==> src/rtl/access_ctrl_regfile.sv <==
// access_ctrl_regfile
//   Small register file with per-register ownership and an admin override.
//   Data registers are readable/writable only by their owner or ADMIN_ID.
//   The owner table is readable by anyone, writable only by ADMIN_ID while
//   unlocked; writing an owner entry with the data MSB set locks the table
//   until reset. Repeated consecutive denials put the block into a timed
//   lockout during which no requests are accepted.
//
// Ports
//   clk, rst_n              clock, async active-low reset
//   req_valid / req_ready   request handshake
//   req_write, req_cfg      1 = write / 1 = owner table
//   req_addr, req_id        register index, requesting user ID
//   req_wdata               write data
//   rsp_valid               one-cycle strobe, one cycle after each accept
//   rsp_err, rsp_rdata      response status/data, qualified by rsp_valid
//   cfg_locked              owner table locked (sticky)
//   lockout                 block currently refusing requests
//   viol_cnt                saturating count of denied requests
//
// FSM states
//   state      | meaning
//   ST_OPEN    | accepting requests (req_ready = 1)
//   ST_LOCKOUT | refusing requests while the down-timer runs out
module access_ctrl_regfile #(
  parameter int DATA_W      = 8,
  parameter int NUM_REGS    = 4,
  parameter int ID_W        = 3,
  parameter int ADMIN_ID    = 4,
  parameter int MAX_VIOL    = 3,
  parameter int LOCKOUT_CYC = 16,
  localparam int AW = (NUM_REGS > 1) ? $clog2(NUM_REGS) : 1
) (
  input  logic              clk,
  input  logic              rst_n,
  input  logic              req_valid,
  output logic              req_ready,
  input  logic              req_write,
  input  logic              req_cfg,
  input  logic [AW-1:0]     req_addr,
  input  logic [ID_W-1:0]   req_id,
  input  logic [DATA_W-1:0] req_wdata,
  output logic              rsp_valid,
  output logic              rsp_err,
  output logic [DATA_W-1:0] rsp_rdata,
  output logic              cfg_locked,
  output logic              lockout,
  output logic [7:0]        viol_cnt
);

  localparam int CW = $clog2(MAX_VIOL + 1);
  localparam int TW = $clog2(LOCKOUT_CYC + 1);

  localparam logic [AW:0]     NREGS_L = (AW + 1)'(NUM_REGS);
  localparam logic [ID_W-1:0] ADMIN_L = ID_W'(ADMIN_ID);
  localparam logic [CW-1:0]   MAXV_L  = CW'(MAX_VIOL);
  localparam logic [TW-1:0]   TLOAD_L = TW'(LOCKOUT_CYC);
  localparam logic [TW-1:0]   TONE_L  = TW'(1);

  typedef enum logic {
    ST_OPEN    = 1'b0,
    ST_LOCKOUT = 1'b1
  } state_t;

  state_t state, state_nxt;
  logic [TW-1:0] timer, timer_nxt;
  logic [CW-1:0] consec, consec_nxt;
  logic [CW-1:0] consec_inc;

  logic [DATA_W-1:0] data_q  [NUM_REGS];
  logic [ID_W-1:0]   owner_q [NUM_REGS];

  logic              accept;
  logic              addr_ok;
  logic [AW-1:0]     idx;
  logic              grant;
  logic [DATA_W-1:0] rdata_nxt;

  // ---------------------------------------------------------------------
  // Grant decision: purely from the current request and current state,
  // so a change of ID in the very next cycle is honoured immediately.
  // ---------------------------------------------------------------------
  always_comb begin
    addr_ok = ({1'b0, req_addr} < NREGS_L);
    idx     = addr_ok ? req_addr : '0;
    accept  = req_valid && req_ready;
    grant   = 1'b0;
    if (addr_ok) begin
      if (req_cfg) begin
        grant = req_write ? ((req_id == ADMIN_L) && !cfg_locked) : 1'b1;
      end else begin
        grant = (req_id == owner_q[idx]) || (req_id == ADMIN_L);
      end
    end
  end

  always_comb begin
    rdata_nxt = '0;
    if (grant) begin
      if (req_cfg) begin
        rdata_nxt = req_write ? '0 : DATA_W'(owner_q[idx]);
      end else begin
        rdata_nxt = req_write ? req_wdata : data_q[idx];
      end
    end
  end

  // ---------------------------------------------------------------------
  // FSM: state, lockout down-timer and consecutive-denial counter
  // ---------------------------------------------------------------------
  always_ff @(posedge clk or negedge rst_n) begin
    if (!rst_n) begin
      state  <= ST_OPEN;
      timer  <= '0;
      consec <= '0;
    end else begin
      state  <= state_nxt;
      timer  <= timer_nxt;
      consec <= consec_nxt;
    end
  end

  assign consec_inc = consec + 1'b1;

  always_comb begin
    state_nxt  = state;
    timer_nxt  = timer;
    consec_nxt = consec;
    req_ready  = 1'b0;
    lockout    = 1'b0;
    case (state)
      ST_OPEN: begin
        req_ready = 1'b1;
        if (accept) begin
          if (grant) begin
            consec_nxt = '0;
          end else if (consec_inc == MAXV_L) begin
            // The triggering response is still issued by the datapath.
            consec_nxt = '0;
            timer_nxt  = TLOAD_L;
            state_nxt  = ST_LOCKOUT;
          end else begin
            consec_nxt = consec_inc;
          end
        end
      end
      ST_LOCKOUT: begin
        lockout = 1'b1;
        // Terminal count at 1 gives exactly LOCKOUT_CYC refused cycles;
        // the <= also recovers from a stray zero.
        if (timer <= TONE_L) begin
          timer_nxt = '0;
          state_nxt = ST_OPEN;
        end else begin
          timer_nxt = timer - 1'b1;
        end
      end
      default: begin
        state_nxt = ST_OPEN;
        timer_nxt = '0;
      end
    endcase
  end

  // ---------------------------------------------------------------------
  // Register file, owner table, lock and response
  // ---------------------------------------------------------------------
  always_ff @(posedge clk or negedge rst_n) begin
    if (!rst_n) begin
      for (int i = 0; i < NUM_REGS; i++) begin
        data_q[i]  <= '0;
        owner_q[i] <= ADMIN_L;
      end
      cfg_locked <= 1'b0;
    end else if (accept && grant && req_write) begin
      if (req_cfg) begin
        owner_q[idx] <= req_wdata[ID_W-1:0];
        if (req_wdata[DATA_W-1]) begin
          cfg_locked <= 1'b1;
        end
      end else begin
        data_q[idx] <= req_wdata;
      end
    end
  end

  always_ff @(posedge clk or negedge rst_n) begin
    if (!rst_n) begin
      rsp_valid <= 1'b0;
      rsp_err   <= 1'b0;
      rsp_rdata <= '0;
      viol_cnt  <= '0;
    end else begin
      rsp_valid <= accept;
      rsp_err   <= accept && !grant;
      rsp_rdata <= accept ? rdata_nxt : '0;
      if (accept && !grant && (viol_cnt != 8'hFF)) begin
        viol_cnt <= viol_cnt + 8'd1;
      end
    end
  end

endmodule

==> config.mk <==
export PLATFORM = sky130hd
export DESIGN_NAME = access_ctrl_regfile
export DESIGN_NICKNAME = d
export VERILOG_FILES = /design/src/rtl/access_ctrl_regfile.sv
export SDC_FILE = /design/constraint.sdc
export NUM_CORES = 1
export LEC_CHECK = 0
export CORE_MARGIN = 2
export CORE_UTILIZATION = 56
export DETAILED_ROUTE_END_ITERATION = 10
export PLACE_DENSITY = 0.87
export REMOVE_ABC_BUFFERS = 1
export SYNTH_ARGS = -nofsm -noshare
export SYNTH_HDL_FRONTEND = slang
export SYNTH_SLANG_ARGS = --single-unit
==> constraint.sdc <==
create_clock -name clk -period 3.4 [get_ports clk]
set_input_delay 0.34 -clock clk [delete_from_list [all_inputs] [get_ports clk]]
set_output_delay 0.34 -clock clk [all_outputs]
set_load 0.01 [all_outputs]
======== After elaboration in Yosys (flattened, before gate mapping) ========
Index checks and enable logic that the tools add are counted.
storage, ports and cells
  bits in latches ......................... 0
  word-level logic and storage cells ...... 80
  output and inout port bits .............. 21
  input bits .............................. 18
  memory bits (read-only) ................. 0
  flip-flop bits (word level) ............. 71
  memories ................................ 0
  bits in writable memories ............... 0
cells by class
  shift-type cells ........................ 0
  equal/unequal tests ..................... 7
  bitwise gates (word level) .............. 3
  divide/modulo/power cells ............... 0
  reductions and logical operators ........ 15
  multipliers ............................. 0
  $lt $le $gt $ge ......................... 3
  add/subtract/negate cells ............... 3
  muxes and demuxes ....................... 33
operators with widths
  kind                                                             count
  2-to-1 mux 8 bit                                                 7
  bitwise mux 32 bit                                               1
  2-to-1 mux 5 bit                                                 4
  binary-select mux 8 bit (select 2 bit)                           1
  demux 8 bit (select 2 bit)                                       1
  bitwise mux 12 bit                                               1
  2-to-1 mux 3 bit                                                 4
  case mux 5 bit (2 select lines)                                  1
  adder 8 x 1 -> 8 bit (second input constant)                     1
  2-to-1 mux 1 bit                                                 8
  inequality test 8 bit (second input constant)                    1
  logical AND 1 bit                                                7
  binary-select mux 3 bit (select 2 bit)                           1
  demux 3 bit (select 2 bit)                                       1
  inequality test 2 bit (second input constant)                    3
  AND reduction 2 bit                                              3
  AND reduction 3 bit                                              2
  less-or-equal comparator 5 x 1 -> 1 bit (second input constant)  1
  subtractor 5 x 1 -> 5 bit (second input constant)                1
  2-to-1 mux 2 bit                                                 2
  equality test 3 bit                                              1
  equality test 3 bit (second input constant)                      1
  >= comparator 3 bit (second input constant)                      1
  less-than comparator 3 x 1 -> 1 bit (second input constant)      1
  7 further kinds                                                  9

======== Depth between registers and ports, before layout ========
  depth in word-level cells ............... 10
  depth in mapped cells ................... 8
  depth with buffers taken out ............ 7

======== Least setup slack after synthesis ========
Ideal clock, no wire load.
  kind .................................... input port to flip-flop
  start point ............................. input req_addr[1]
  end point ............................... register data_q[24] (netlist bit)
  path buffers ............................ 1
  setup time .............................. 0.125 ns
  arrival time ............................ 2.989 ns
  slack ................................... 0.286 ns
  stages .................................. 7
  data required time ...................... 3.275 ns
  cell sequence ........................... clkbuf_1 > mux4_2 > or4b_1 > o22a_1 > a311o_1 > nor4b_4 > mux2_2
on the way
  longest elaborated chain between the ends .. 10
  elaborated cells on any way between the ends .. 16
  those cells by class .................... order compare: 2; eq/ne: 1; mux: 7; bitwise: 1; reduce/logical: 5
ends and longest elaborated chain
  what                                                  line     source
  start: declaration                                    40       input logic [AW-1:0] req_addr,
  NOT 2 -> 3 bit (implied by the code) *                92, 182
  binary-select mux 3 bit (select 2 bit)                92       grant = (req_id == owner_q[idx]) || (req_id == ADMIN_L);
  2-to-1 mux 3 bit (implied by the code) (2 in series)  92
  equality test 3 bit                                   92
  logical OR 1 bit                                      92
  2-to-1 mux 1 bit                                      89       if (req_cfg) begin
  logical AND 1 bit (2 in series)                       175      end else if (accept && grant && req_write) begin
  AND reduction 2 bit (no line)                         --
  end signal: indexed assignment                        182      data_q[idx] <= req_wdata;
  end: declaration                                      70       logic [DATA_W-1:0] data_q [NUM_REGS];
Mark *: on every way between the ends. The rest lies on a longest branch, timed or not. The select of a mux whose other input is x is not followed.
A chain may end at the register's enable or synchronous reset.

======== Worst setup path after layout ========
  start point ............................. input req_addr[0]
  end point ............................... register data_q[9] (netlist bit)
Same word-level chain as after synthesis.

==> reports/metrics.yaml <==
rsz0062_at_grt: "false"
initial_core_util_pct: 57.8
cts-root-buf: "clkbuf_8"
hold_violations: 0
post_synth.cell_area_avg_sq_um: 13.3
dp_worst_setup_slack_ps: -167
num_vias: 2383
die-height_microns: 81.9
crit_top_cell: "buf_4"
final_cells: 398
start_kind: "primary input"
post-route-min-period_ps: 3230
setup_ws_ps: 166
antenna_cells: 0
ctsHoldBuffers: 0
p_int_mw: 1.73
ys_warn_count: 0
comb_power_share_pct: 25.4
post_cts_buffers: 0
ctsResizeCount: 0
synth_area_leaders: "dfrtp_1 (49%), mux2_2 (15%), mux4_2 (7.3%)"
synth_most_common_cell: "dfrtp_1"
cts_tree: "done"
io_buffer_count: 38
hpwl_microns: 5330
synth-edff-count: 0
num_rows: 28
final_util_pct: 71.6
crit_type: "in2reg"
power.net_switching_uw: 742
pwr-share-seq_pct: 46.1
cap_violations: 0
htreeDepth: 3
cts_max_path_buffers: 2
grt_max_degree: 52
syn_area_sq_um: 3400
fin_tns_setup_ps: 0
worstPathCellList: "clkdlybuf4s50_1 -> buf_4 -> mux4_2 -> or4_1 -> o21a_1 -> a311oi_1 -> and4b_1 -> buf_4 -> mux2_2"
antenna_found_initial: 0
drc: 0
pwr-share-clk_pct: 28.5
worstPathArrival_ps: 3470
min_path_type: "in2async"
path_clk_slew_ps: 80
outcome: "completed"
grt_pass1_vias: 2455
fin_skew_ps: 11.8
nFillCells: 416
ant_nets: 0
coreArea_sq_um: 5890
grtUsageTotal_pct: 24.2
drt_pass1_iterations: 4
crit_path_max_fanout: 4
sw_frac_of_total_pct: 30.1
grt_first_pass_wirelength_microns: 11900
drt_wl_total_microns: 7210
cp.required_ps: 3640
drt-wirelength-per-cell_microns: 18.1
finalMaxSlewViolations: 0
synth-main-ff-cell: "dfrtp_1"
ir_worst_vdd_uv: 390
total_power_mw: 2.47
cp_slowest_stage_delay_ps: 560
numCtsBuffers: 9
place_congestion: 1.00
ys_types: 48
die_w_microns: 81.9
dp_cells: 382
syn-instance-count: 255
area_growth_pct: 23.9
synth_top_cell_area_share_pct: 49.3
regToRegSetupSlack_ps: 390
netlist_top_cells_count: "dfrtp_1 (67), mux2_2 (45), nand2_1 (13)"
cpMaxStageDelayCell: "or4_1"
synth.largest_area_cell: "dfrtp_1"
drive_above_1_share_pct: 32.8
worst_pin_slew_ps: 1130
setup_viol: 0
p_leak_nw: 1.90
final_nets: 339
dr.first_iter.drc_count: 189
synth_seq_area_share_pct: 52.4
end_kind: "register"
cts_sinks: 71
synth-seq-cells: 71
synthArstFlopShare_pct: 100
worstSkewPairLatency_ps: 360
grt_overflow: 0
p_per_area_nw_per_um2: 586
slew_headroom_pct: 24.5
fp.dieArea_sq_um: 6710
vias_per_cell: 5.99
finalCritPeriodShare_pct: 95.1
boundaryPins: 39
fmax_mhz: 309
[final cells by class]
type | instances | area (sq um) | area share, %
sequential | 71 | 1780 | 42.3
tap | 75 | 93.8 | 2.23
inverter | 7 | 26.3 | 0.624
timing repair buffer | 62 | 556 | 13.2
clock inverter | 6 | 67.6 | 1.60
clock buffer | 10 | 138 | 3.27
multi-input combinational | 167 | 1550 | 36.8
[power groups by stage]
stage	Sequential [mW]	Combinational (mW)	Clock [mW]
2_1_floorplan	1.14	0.350	0
3_3_place_gp	1.14	0.596	0
3_5_place_dp	1.15	0.631	0
4_1_cts	1.14	0.632	0.714
5_1_grt	1.16	0.692	0.750
6_report	1.14	0.626	0.703
[critical path, delay by kind of cell]
family | cells | cell delay, ps
compound gates | 2 | 530
mux | 2 | 880
simple gates | 2 | 870
buf+inv | 3 | 840
[flip-flops by register name, summed over array words and instances (netlist names)]
signal and count:
state 1, rsp_valid 1, cfg_locked 1, data_q 32
owner_q 12, rsp_rdata 8, timer 5, viol_cnt 8
consec 2, rsp_err 1
[through the flow]
| stage | area (sq um) | hold slack (ps) |
|---|---|---|
| after detailed placement | 4010 | 491 |
| after floorplan | 3350 | 44.4 |
| final | 4210 | 203 |
| after CTS | 4210 | 227 |
| after global routing | 4210 | 269 |
| after global placement | 4010 | 480 |
[path summary, 6_finish.rpt]
path	start	end	cells past startpoint
max in group asynchronous	rst_n	data_q[20]	2
hold reg to reg	cfg_locked	cfg_locked	1
hold / removal	rst_n	viol_cnt[2]	1
setup reg to reg	owner_q[2]	data_q[9]	7
setup / recovery	req_addr[0]	data_q[9]	9
min in group clk	cfg_locked	cfg_locked	1
[per-layer routing]
| metal | track usage, % | wire [microns] |
|---|---|---|
| met5 | 0 | 0 |
| met2 | 39.8 | 3630 |
| met4 | 10.8 | 168 |
| met1 | 30.0 | 3120 |
| met3 | 6.26 | 294 |
[cell usage in the layout, fill, tap and decap left out, types with 3 or more instances in the layout]
cell,n
dfrtp_1,67
nor3b_1,4
mux4_2,11
clkbuf_8,10
clkdlybuf4s50_1,37
nor2_1,10
mux2i_1,8
nand2_1,13
nand3_1,4
buf_4,24
dfstp_2,4
nand4_1,4
mux2_2,45
ha_1,3
inv_1,7
and2_1,4
and3_1,6
and4b_1,3
o21ai_0,6
xnor2_1,7
[cell families (layout without fill, tap and decap cells)]
kind of cell    Yosys count  in the layout  share of synthesized area (%)
xor+xnor                  7              7                           1.80
buf+inv                  17             85                           2.21
compound gates           28             28                           6.33
simple gates             65             65                           11.6
flops                    71             71                           52.4
mux                      64             64                           24.5
fa+ha+maj                 3              3                           1.10
No activity file was read; power rests on OpenSTA's default activity.
